**config.mk**
```make
export PLATFORM = sky130hd
export DESIGN_NAME = plate_manager
export DESIGN_NICKNAME = d
export VERILOG_FILES = /design/src/rtl/plate_manager.sv
export SDC_FILE = /design/constraint.sdc
export NUM_CORES = 1
export LEC_CHECK = 0
export BUFFER_PORTS_ARGS = -buffer_cell sky130_fd_sc_hd__buf_2
export CAP_MARGIN = 20
export CORE_ASPECT_RATIO = 0.7
export CORE_MARGIN = 2
export CORE_UTILIZATION = 40
export CTS_CLUSTER_DIAMETER = 60
export CTS_CLUSTER_SIZE = 10
export DETAILED_ROUTE_END_ITERATION = 10
export HOLD_SLACK_MARGIN = 0.12
export PLACE_DENSITY_LB_ADDON = 0.05
export SLEW_MARGIN = 15
export SYNTH_ARGS = -nofsm -noshare
export SYNTH_HDL_FRONTEND = slang
export SYNTH_SLANG_ARGS = --single-unit
```
**constraint.sdc**
```tcl
create_clock -name frame_clk -period 4.9 [get_ports frame_clk]
set_input_delay 0.98 -clock frame_clk [delete_from_list [all_inputs] [get_ports frame_clk]]
set_output_delay 0.98 -clock frame_clk [all_outputs]
set_load 0.1 [all_outputs]
```
**src/rtl/plate_manager.sv**
```systemverilog
`default_nettype none
// +--------------------------------------------------------------------------+
// | plate_manager: pool of tracked plates with debounced E-key pickup/drop,   |
// | stove fill and vent delivery scoring.            Revision: 1.0            |
// +--------------------------------------------------------------------------+
module plate_manager #(
  parameter int         NUM_PLATES      = 4,
  parameter int         ID_W            = 3,
  parameter int         COORD_W         = 10,
  parameter int         SCORE_W         = 4,
  parameter int         DEBOUNCE_FRAMES = 3,
  parameter int         HOLD_OFFSET     = 20,
  parameter int         HOME_X          = 20,
  parameter int         HOME_Y          = 260,
  parameter int         HOME_STEP       = 24,
  parameter logic [7:0] KEY_ACT         = 8'h08
) (
  input  logic                          frame_clk,
  input  logic                          Reset,
  input  logic [7:0]                    keycode,
  input  logic                          wallFlag,
  input  logic [3:0]                    tileType,
  input  logic [1:0]                    potState,
  input  logic [1:0]                    orderType,
  input  logic [COORD_W-1:0]            penguinX,
  input  logic [COORD_W-1:0]            penguinY,
  input  logic [COORD_W-1:0]            nearestCounterX,
  input  logic [COORD_W-1:0]            nearestCounterY,
  input  logic                          nearestPlateValid,
  input  logic [ID_W-1:0]               nearestPlateId,
  output logic [NUM_PLATES*COORD_W-1:0] plateX,
  output logic [NUM_PLATES*COORD_W-1:0] plateY,
  output logic [NUM_PLATES*2-1:0]       plateState,
  output logic                          heldValid,
  output logic [ID_W-1:0]               heldId,
  output logic [SCORE_W-1:0]            score,
  output logic                          scoreStrobe,
  output logic                          missStrobe,
  output logic                          potTake
);

  localparam int         LOCK_W       = (DEBOUNCE_FRAMES < 1) ? 1 : $clog2(DEBOUNCE_FRAMES + 1);
  localparam logic [3:0] TILE_COUNTER = 4'd1;
  localparam logic [3:0] TILE_STOVE   = 4'd3;
  localparam logic [3:0] TILE_VENT    = 4'd8;

  typedef enum logic [0:0] {IDLE = 1'b0, HOLD = 1'b1} state_t;

  state_t              state, state_next;
  logic                key_prev;
  logic [LOCK_W-1:0]   lock;
  logic                key_now, act;
  logic [1:0]          held_st;
  logic                pickup, drop, fill, deliver, deliver_ok;
  logic [COORD_W-1:0]  px  [NUM_PLATES];
  logic [COORD_W-1:0]  py  [NUM_PLATES];
  logic [1:0]          pst [NUM_PLATES];
  logic [COORD_W-1:0]  follow_x, follow_y;

  assign key_now  = (keycode == KEY_ACT);
  assign act      = key_now && !key_prev && (lock == '0);
  assign follow_x = penguinX + COORD_W'(HOLD_OFFSET);
  assign follow_y = penguinY + COORD_W'(HOLD_OFFSET);

  always_comb begin
    held_st = 2'd0;
    for (int k = 0; k < NUM_PLATES; k++) begin
      if (heldId == ID_W'(k)) held_st = pst[k];
    end
  end

  always_ff @(posedge frame_clk) begin
    if (Reset) state <= IDLE;
    else       state <= state_next;
  end

  // The FSM state alone decides whether an accepted action is a pickup or a drop.
  always_comb begin
    state_next = state;
    pickup     = 1'b0;
    drop       = 1'b0;
    fill       = 1'b0;
    deliver    = 1'b0;
    deliver_ok = 1'b0;
    case (state)
      IDLE: begin
        if (act && wallFlag && nearestPlateValid && (32'(nearestPlateId) < NUM_PLATES)) begin
          pickup     = 1'b1;
          state_next = HOLD;
        end
      end
      HOLD: begin
        if (act && wallFlag) begin
          case (tileType)
            TILE_COUNTER: begin
              if (!nearestPlateValid) begin
                drop       = 1'b1;
                state_next = IDLE;
              end
            end
            TILE_STOVE: fill = (potState != 2'd0) && (held_st == 2'd0);
            TILE_VENT: begin
              deliver    = 1'b1;
              deliver_ok = (held_st != 2'd0) && (held_st == orderType);
              state_next = IDLE;
            end
            default: ;
          endcase
        end
      end
      default: state_next = IDLE;
    endcase
  end

  always_ff @(posedge frame_clk) begin
    if (Reset) begin
      key_prev    <= 1'b0;
      lock        <= '0;
      heldValid   <= 1'b0;
      heldId      <= '0;
      score       <= '0;
      scoreStrobe <= 1'b0;
      missStrobe  <= 1'b0;
      potTake     <= 1'b0;
    end else begin
      key_prev    <= key_now;
      scoreStrobe <= deliver_ok;
      missStrobe  <= deliver && !deliver_ok;
      potTake     <= fill;
      if (act)               lock <= LOCK_W'(DEBOUNCE_FRAMES);
      else if (lock != '0)   lock <= lock - LOCK_W'(1);
      if (pickup) begin
        heldValid <= 1'b1;
        heldId    <= nearestPlateId;
      end else if (drop || deliver) begin
        heldValid <= 1'b0;
      end
      if (deliver_ok && (score != '1)) score <= score + SCORE_W'(1);
    end
  end

  // Only the held plate ever changes; every other plate keeps its registers.
  always_ff @(posedge frame_clk) begin
    for (int i = 0; i < NUM_PLATES; i++) begin
      if (Reset) begin
        px[i]  <= COORD_W'(HOME_X + i * HOME_STEP);
        py[i]  <= COORD_W'(HOME_Y);
        pst[i] <= 2'd0;
      end else if ((state == HOLD) && (heldId == ID_W'(i))) begin
        if (deliver) begin
          px[i]  <= COORD_W'(HOME_X + i * HOME_STEP);
          py[i]  <= COORD_W'(HOME_Y);
          pst[i] <= 2'd0;
        end else if (drop) begin
          px[i] <= nearestCounterX;
          py[i] <= nearestCounterY;
        end else begin
          px[i] <= follow_x;
          py[i] <= follow_y;
          if (fill) pst[i] <= potState;
        end
      end
    end
  end

  for (genvar g = 0; g < NUM_PLATES; g++) begin : g_pack
    assign plateX[g*COORD_W +: COORD_W] = px[g];
    assign plateY[g*COORD_W +: COORD_W] = py[g];
    assign plateState[g*2 +: 2]         = pst[g];
  end

endmodule
`default_nettype wire

```
==> results of run 1 <==
final cells by class:
class | count | area [sq um] | share of cell area
clock buffers | 9 | 225 | 0.0387
inverters | 6 | 22.5 | 0.00387
repair buffers | 165 | 843 | 0.145
flip-flops and latches | 103 | 2940 | 0.506
well taps | 153 | 191 | 0.0329
multi-input cells | 250 | 1460 | 0.252
clock inverters | 7 | 125 | 0.0215
state kept, by name (all words and copies together) (netlist names):
| name | count |
|---|---|
| potTake | 1 |
| heldValid | 1 |
| missStrobe | 1 |
| state | 1 |
| py | 40 |
| px | 40 |
| pst | 8 |
| heldId | 3 |
| scoreStrobe | 1 |
| score | 4 |
| key_prev | 1 |
| lock | 2 |
worst max path at each step:
| stage | endpoint | startpoint | slack (ns) |
|---|---|---|---|
| after floorplan | px[3][0]$_DFFE_PP_ | heldId[0]$_SDFFE_PP0P_ | 1.66 |
| after global placement | py[2][7]$_SDFFCE_PN0P_ | Reset | 1.18 |
| after detailed placement | px[2][8]$_SDFFCE_PN0P_ | Reset | 1.14 |
| after CTS | py[2][6]$_SDFFCE_PN0P_ | Reset | 1.47 |
| after global routing | px[2][6]$_SDFFCE_PN1P_ | Reset | 1.23 |
| final | px[2][6]$_SDFFCE_PN1P_ | Reset | 1.49 |
layer usage:
metal,vias to the layer above,part of all wire,track usage,wire [um]
met3,8,0.091,0.0647,1200
met5,-,0,0,0
met1,1700,0.48,0.340,6240
met2,168,0.42,0.309,5560
met4,0,0.0095,0.0514,125
li1,1675,-,-,-
cell usage in the layout (no fill, tap or decap), types with 4 or more instances in the layout:
master / synthesis / layout
xnor2_1: 8 / 8
nor3_1: 4 / 4
ha_1: 4 / 4
buf_2: 4 / 161
xor2_1: 5 / 5
a31oi_1: 5 / 5
nor2_1: 86 / 86
dfxtp_1: 15 / 15
nand3_1: 5 / 5
nand2b_1: 7 / 7
a22oi_1: 5 / 5
inv_1: 6 / 6
mux2i_1: 8 / 8
clkbuf_16: 0 / 9
nand2_1: 36 / 36
a21oi_1: 8 / 8
o21ai_0: 10 / 9
o22ai_1: 4 / 4
edfxtp_1: 88 / 88
and3_1: 8 / 8
or4_1: 4 / 4
logic make-up (layout without fill, tap and decap cells):
| logic type | count (synthesis) | in the layout | synth area share |
|---|---|---|---|
| and+or+nand+nor | 173 | 173 | 0.189 |
| AOI/OAI and AO/OA | 52 | 52 | 0.0789 |
| muxes | 8 | 8 | 0.0178 |
| adders and majority gates | 4 | 4 | 0.0111 |
| xor gates and xnor gates | 13 | 13 | 0.0253 |
| DFF | 103 | 103 | 0.654 |
| buffers and inverters | 24 | 187 | 0.0245 |
per-stage QoR:
step           hold WS, ns  cell area [sq um]  cells
2_1_floorplan        0.478               4500    377
3_3_place_gp         0.442               5450    676
3_5_place_dp         0.444               5460    677
4_1_cts              0.454               5810    693
5_1_grt              0.486               5810    693
6_report             0.452               5810    693
power breakdown:
| group | leakage (nW) | switching (mW) | internal, mW |
|---|---|---|---|
| clock network | 0.171 | 0.330 | 0.506 |
| registers | 0.957 | 0.00946 | 0.974 |
| logic | 1.21 | 0.251 | 0.0680 |
| total | 2.33 | 0.590 | 1.55 |
tightest hold or removal path: cells and delay by family (launching register included):
family	cells	cell delay (ns)
flops	1	0.31
simple gates	1	0.05
compound gates	1	0.05
==> flow_metrics.py, run 1 <==
metrics = {
    "clocking": {
        "cts_tree": "yes",
        "cts-root-buf": "clkbuf_16",
        "clock_path_buffers": 2,
        "clock_latency_ns": 0.34,
        "postCtsHoldBufs": 0,
        "path_clk_slew_ns": 0.07,
        "cts_resized": 0,
        "cts_made_buffers": 9,
        "cts_setup_buffers": 0,
        "cts_max_level": 3,
        "numClockSinks": 103,
    },
    "timing": {
        "fin_ws_ns": 1.49,
        "worstMarginPinSlew_ns": 1.05,
        "tns_ns": 0,
        "hold_violations": 0,
        "skew_ns": 0.00587,
        "final.period_utilization": 0.695,
        "drv_slew": 0,
        "setup_viol": 0,
        "relSlewSlack": 0.301,
        "min_period_ns": 3.41,
        "fmax_mhz": 294,
        "rsz0062_at_grt": "no",
    },
    "worst_setup_path": {
        "cp_num_cells": 6,
        "critPathSlowestCell": "nand2_1",
        "cp-end-kind": "flip-flop",
        "path_delay_family": "simple AND/OR/NAND/NOR gates",
        "worstPathCellList": "buf_2 > inv_1 > nand2b_1 > nor2_1 > nand2_1 > nand2_1",
        "max_stage_delay_ns": 0.81,
        "critical_path_buf_inv_count": 2,
        "r2r_end": "px[2][6]$_SDFFCE_PN1P_",
        "arrival_ns": 3.25,
        "r2r-start": "heldId[2]$_SDFFE_PP0P_",
        "cp_max_fo": 20,
        "worstPathRequired_ns": 4.75,
        "reg2reg_depth": 5,
        "crit_path_start_kind": "input port",
        "r2r_setup_slack_ns": 2.00,
        "worst_path_most_repeated_cell": "nand2_1",
        "path_class": "input port to flip-flop",
    },
    "synthesis": {
        "synth_top_flop_cell": "edfxtp_1",
        "syn_nets": 444,
        "synthTopCellsByCount": "edfxtp_1, nor2_1, nand2_1",
        "yosys.area.top_type": "edfxtp_1",
        "synth-async-reset-ratio": 0,
        "ys_types": 54,
        "synth_area_per_cell_sq_um": 11.9,
        "synth_area_leaders": "edfxtp_1, nor2_1, dfxtp_1",
        "synth-edff-count": 88,
        "syn_area_sq_um": 4500,
        "ys_seq_area_frac": 0.654,
        "ys_ff_latch": 103,
        "yosysWarnings": 0,
        "synth_cells": 377,
        "yosysMostFrequentCell": "edfxtp_1",
        "synth_top_area_share": 0.587,
    },
    "floorplanning": {
        "die_h_um": 92.8,
        "rows": 32,
        "die_w_um": 131,
        "initial_core_util": 0.409,
        "die_area_sq_um": 12100,
        "design.core.area_sq_um": 11000,
        "ios": 162,
    },
    "place": {
        "hpwlAfterDp_um": 9540,
        "place.gp.congestion": 0.864,
        "pre_cts_ws_ns": 1.14,
        "port_buffers": 161,
    },
    "hold_path": {
        "hold_path_depth": 2,
        "hold_path_class": "flip-flop to flip-flop",
        "whs_endpoint": "heldValid$_SDFFE_PP0P_",
        "hp-start": "heldValid$_SDFFE_PP0P_",
    },
    "pwr": {
        "leakage_nw": 2.33,
        "cellPowerDensity_nw_per_um2": 368,
        "vdd_ir_drop_max_mv": 0.187,
        "p_total_mw": 2.14,
    },
    "run": {
        "maxCapViolCount": 0,
    },
    "finish": {
        "syn_to_final_growth_pct": 29.1,
        "nets": 602,
        "drive_above_1_share": 0.365,
        "antenna_cells": 0,
        "fin_util": 0.528,
        "fillers": 999,
    },
    "route": {
        "drtPass1Iterations": 5,
        "drc": 0,
        "vias": 3551,
        "wirelength_um": 13100,
        "wl_per_cell_um": 18.9,
        "via_per_inst": 5.12,
        "ant_nets": 0,
        "drt-initial-drc-count": 231,
    },
    "global_route": {
        "grt_max_degree": 21,
        "grt_pass1_vias": 3442,
        "grt.total_usage": 0.222,
        "grt_antenna_before_repair": 0,
        "overflow": 0,
        "grt_pass1_wl_um": 19700,
    },
    "outcome": {
        "status": "completed",
    },
}
No activity file was read; power rests on OpenSTA's default activity.
==> run 2, diff against run 1 <==
==> constraint.sdc (replaced) <==
create_clock -name frame_clk -period 3.58 [get_ports frame_clk]
set_input_delay 0.716 -clock frame_clk [delete_from_list [all_inputs] [get_ports frame_clk]]
set_output_delay 0.716 -clock frame_clk [all_outputs]
set_load 0.1 [all_outputs]
==> run 2 against run 1 <==
Against the previous run:
- via count rose by 0.25%
- first-iteration DRC count rose by 61%
- wire length fell by 3.3%
- core utilization fell by 0.22 points
- cell count rose by 0.87%
- sequential share of layout area rose by 0.21 points
- clock power rose by 14%
- power rose by 28%
- combinational power rose by 36%
- critical endpoint is now py[3][7]$_DFFE_PP_
==> flow_metrics.py, run 2 (synthesis results as in run 1) <==
metrics = {
    "clocking": {
        "cts_made_buffers": 9,
        "clock_path_buffers": 2,
        "cts_setup_buffers": 0,
        "postCtsHoldBufs": 0,
        "cts_resized": 0,
        "cts_max_level": 3,
        "clock_latency_ns": 0.35,
        "numClockSinks": 103,
        "path_clk_slew_ns": 0.07,
        "cts-root-buf": "clkbuf_16",
        "cts_tree": "yes",
    },
    "pwr": {
        "cellPowerDensity_nw_per_um2": 472,
        "power.share.clock": 0.349,
        "leakage_nw": 2.33,
        "power_frac_seq": 0.492,
        "combPwrFrac": 0.159,
        "p_sw_mw": 0.820,
        "switching_share": 0.300,
        "internal_power_mw": 1.91,
        "vdd_ir_drop_max_mv": 0.269,
    },
    "finish": {
        "nets": 608,
        "final_common_cell": "buf_2",
        "design_area_sq_um": 5790,
        "antenna_cells": 0,
        "drive_above_1_share": 0.372,
        "fin_util": 0.526,
        "reg_top3": "px (40), py (40), pst (8)",
        "layout_common_cells": "buf_2, edfxtp_1, nor2_1",
        "syn_to_final_growth_pct": 28.6,
    },
    "hold_path": {
        "hold_path_class": "flip-flop to flip-flop",
    },
    "place": {
        "placed_area_sq_um": 5500,
        "hpwlAfterDp_um": 9270,
        "place.gp.congestion": 0.817,
        "port_buffers": 161,
        "pre_cts_ws_ns": 0.343,
    },
    "timing": {
        "relSlewSlack": 0.434,
        "drv_slew": 0,
        "skew_ns": 0.00774,
        "worstMarginPinSlew_ns": 0.849,
        "setup_viol": 0,
        "final.period_utilization": 0.800,
        "rsz0062_at_grt": "no",
        "fin_ws_ns": 0.717,
        "min_period_ns": 2.86,
        "worst_hold_slack_ns": 0.477,
        "hold_violations": 0,
        "tns_ns": 0,
        "fmax_mhz": 349,
    },
    "route": {
        "drc": 0,
        "wirelength_um": 12700,
        "wl_per_cell_um": 18.2,
        "drt-initial-drc-count": 371,
        "vias": 3560,
        "ant_nets": 0,
        "drtPass1Iterations": 4,
        "via_per_inst": 5.09,
    },
    "floorplanning": {
        "design.core.area_sq_um": 11000,
        "die_area_sq_um": 12100,
        "rows": 32,
        "die_w_um": 131,
        "die_h_um": 92.8,
        "initial_core_util": 0.409,
        "ios": 162,
    },
    "worst_setup_path": {
        "path_class": "input port to flip-flop",
        "cp-end-kind": "flip-flop",
        "cp_max_fo": 19,
        "worstPathRequired_ns": 3.66,
        "crit_path_start_kind": "input port",
        "arrival_ns": 2.94,
    },
    "global_route": {
        "grt_pass1_vias": 3410,
        "grt_antenna_before_repair": 0,
        "grt_max_degree": 21,
        "overflow": 0,
        "grt_pass1_wl_um": 19200,
        "grt.total_usage": 0.217,
    },
    "run": {
        "maxCapViolCount": 0,
    },
    "outcome": {
        "status": "completed",
    },
}
==> run 2: changes by cell type in the layout (fill, tap and decap cells not counted) <==
cell,previous run,this run
buf_4,3,10
bufinv_16,3,0
clkinvlp_4,0,2
inv_8,0,2
buf_8,1,0
inv_6,3,2
==> run 2: stage by stage <==
stage | cells | power, mW
2_1_floorplan | 377 | 1.70
3_3_place_gp | 683 | 1.80
3_5_place_dp | 683 | 1.81
4_1_cts | 699 | 2.76
5_1_grt | 699 | 2.83
6_report | 699 | 2.73
==> run 2: critical path: stages <==
cell	delay, ns
buf_2	0.11
nor4b_4	0.34
nand4_4	0.25
or4_1	0.93
a22oi_1	0.48
nor2_1	0.09
==> run 2: final cells by class <==
class                   count  area, sq um
well taps                 153          191
fillers                  1022         5220
clock buffers               9          225
flip-flops and latches    103         2940
repair buffers            171          881
multi-input cells         250         1460
inverters                   6         22.5
clock inverters             7         63.8
==> run 2: layer usage <==
| metal | GRT usage | vias up | wire [um] |
|---|---|---|---|
| met5 | 0 | - | 0 |
| met4 | 0.0576 | 0 | 165 |
| met3 | 0.0687 | 14 | 1070 |
| met2 | 0.303 | 144 | 5410 |
| met1 | 0.324 | 1710 | 6050 |
| li1 | - | 1692 | - |
==> run 2: path summary, 6_finish.rpt <==
| check | start | slack [ns] | endpoint | depth (start not counted) |
|---|---|---|---|---|
| worst max-delay path | keycode[1] | 0.72 | py[3][7]$_DFFE_PP_ | 6 |
| worst min-delay path | heldValid$_SDFFE_PP0P_ | 0.48 | heldValid$_SDFFE_PP0P_ | 2 |
| worst max register to register | heldId[1]$_SDFFE_PP0P_ | 0.94 | pst[3][1]$_SDFFCE_PN0P_ | 6 |
| worst min register to register | heldValid$_SDFFE_PP0P_ | 0.48 | heldValid$_SDFFE_PP0P_ | 2 |
==> run 2: power by group through the flow <==
stage	combinational [mW]	sequential [mW]	clock [mW]
global placement	0.432	1.37	0
finish	0.435	1.34	0.954
global route	0.459	1.35	1.02
detailed placement	0.435	1.37	0
floorplan	0.112	1.58	0
CTS	0.437	1.34	0.976
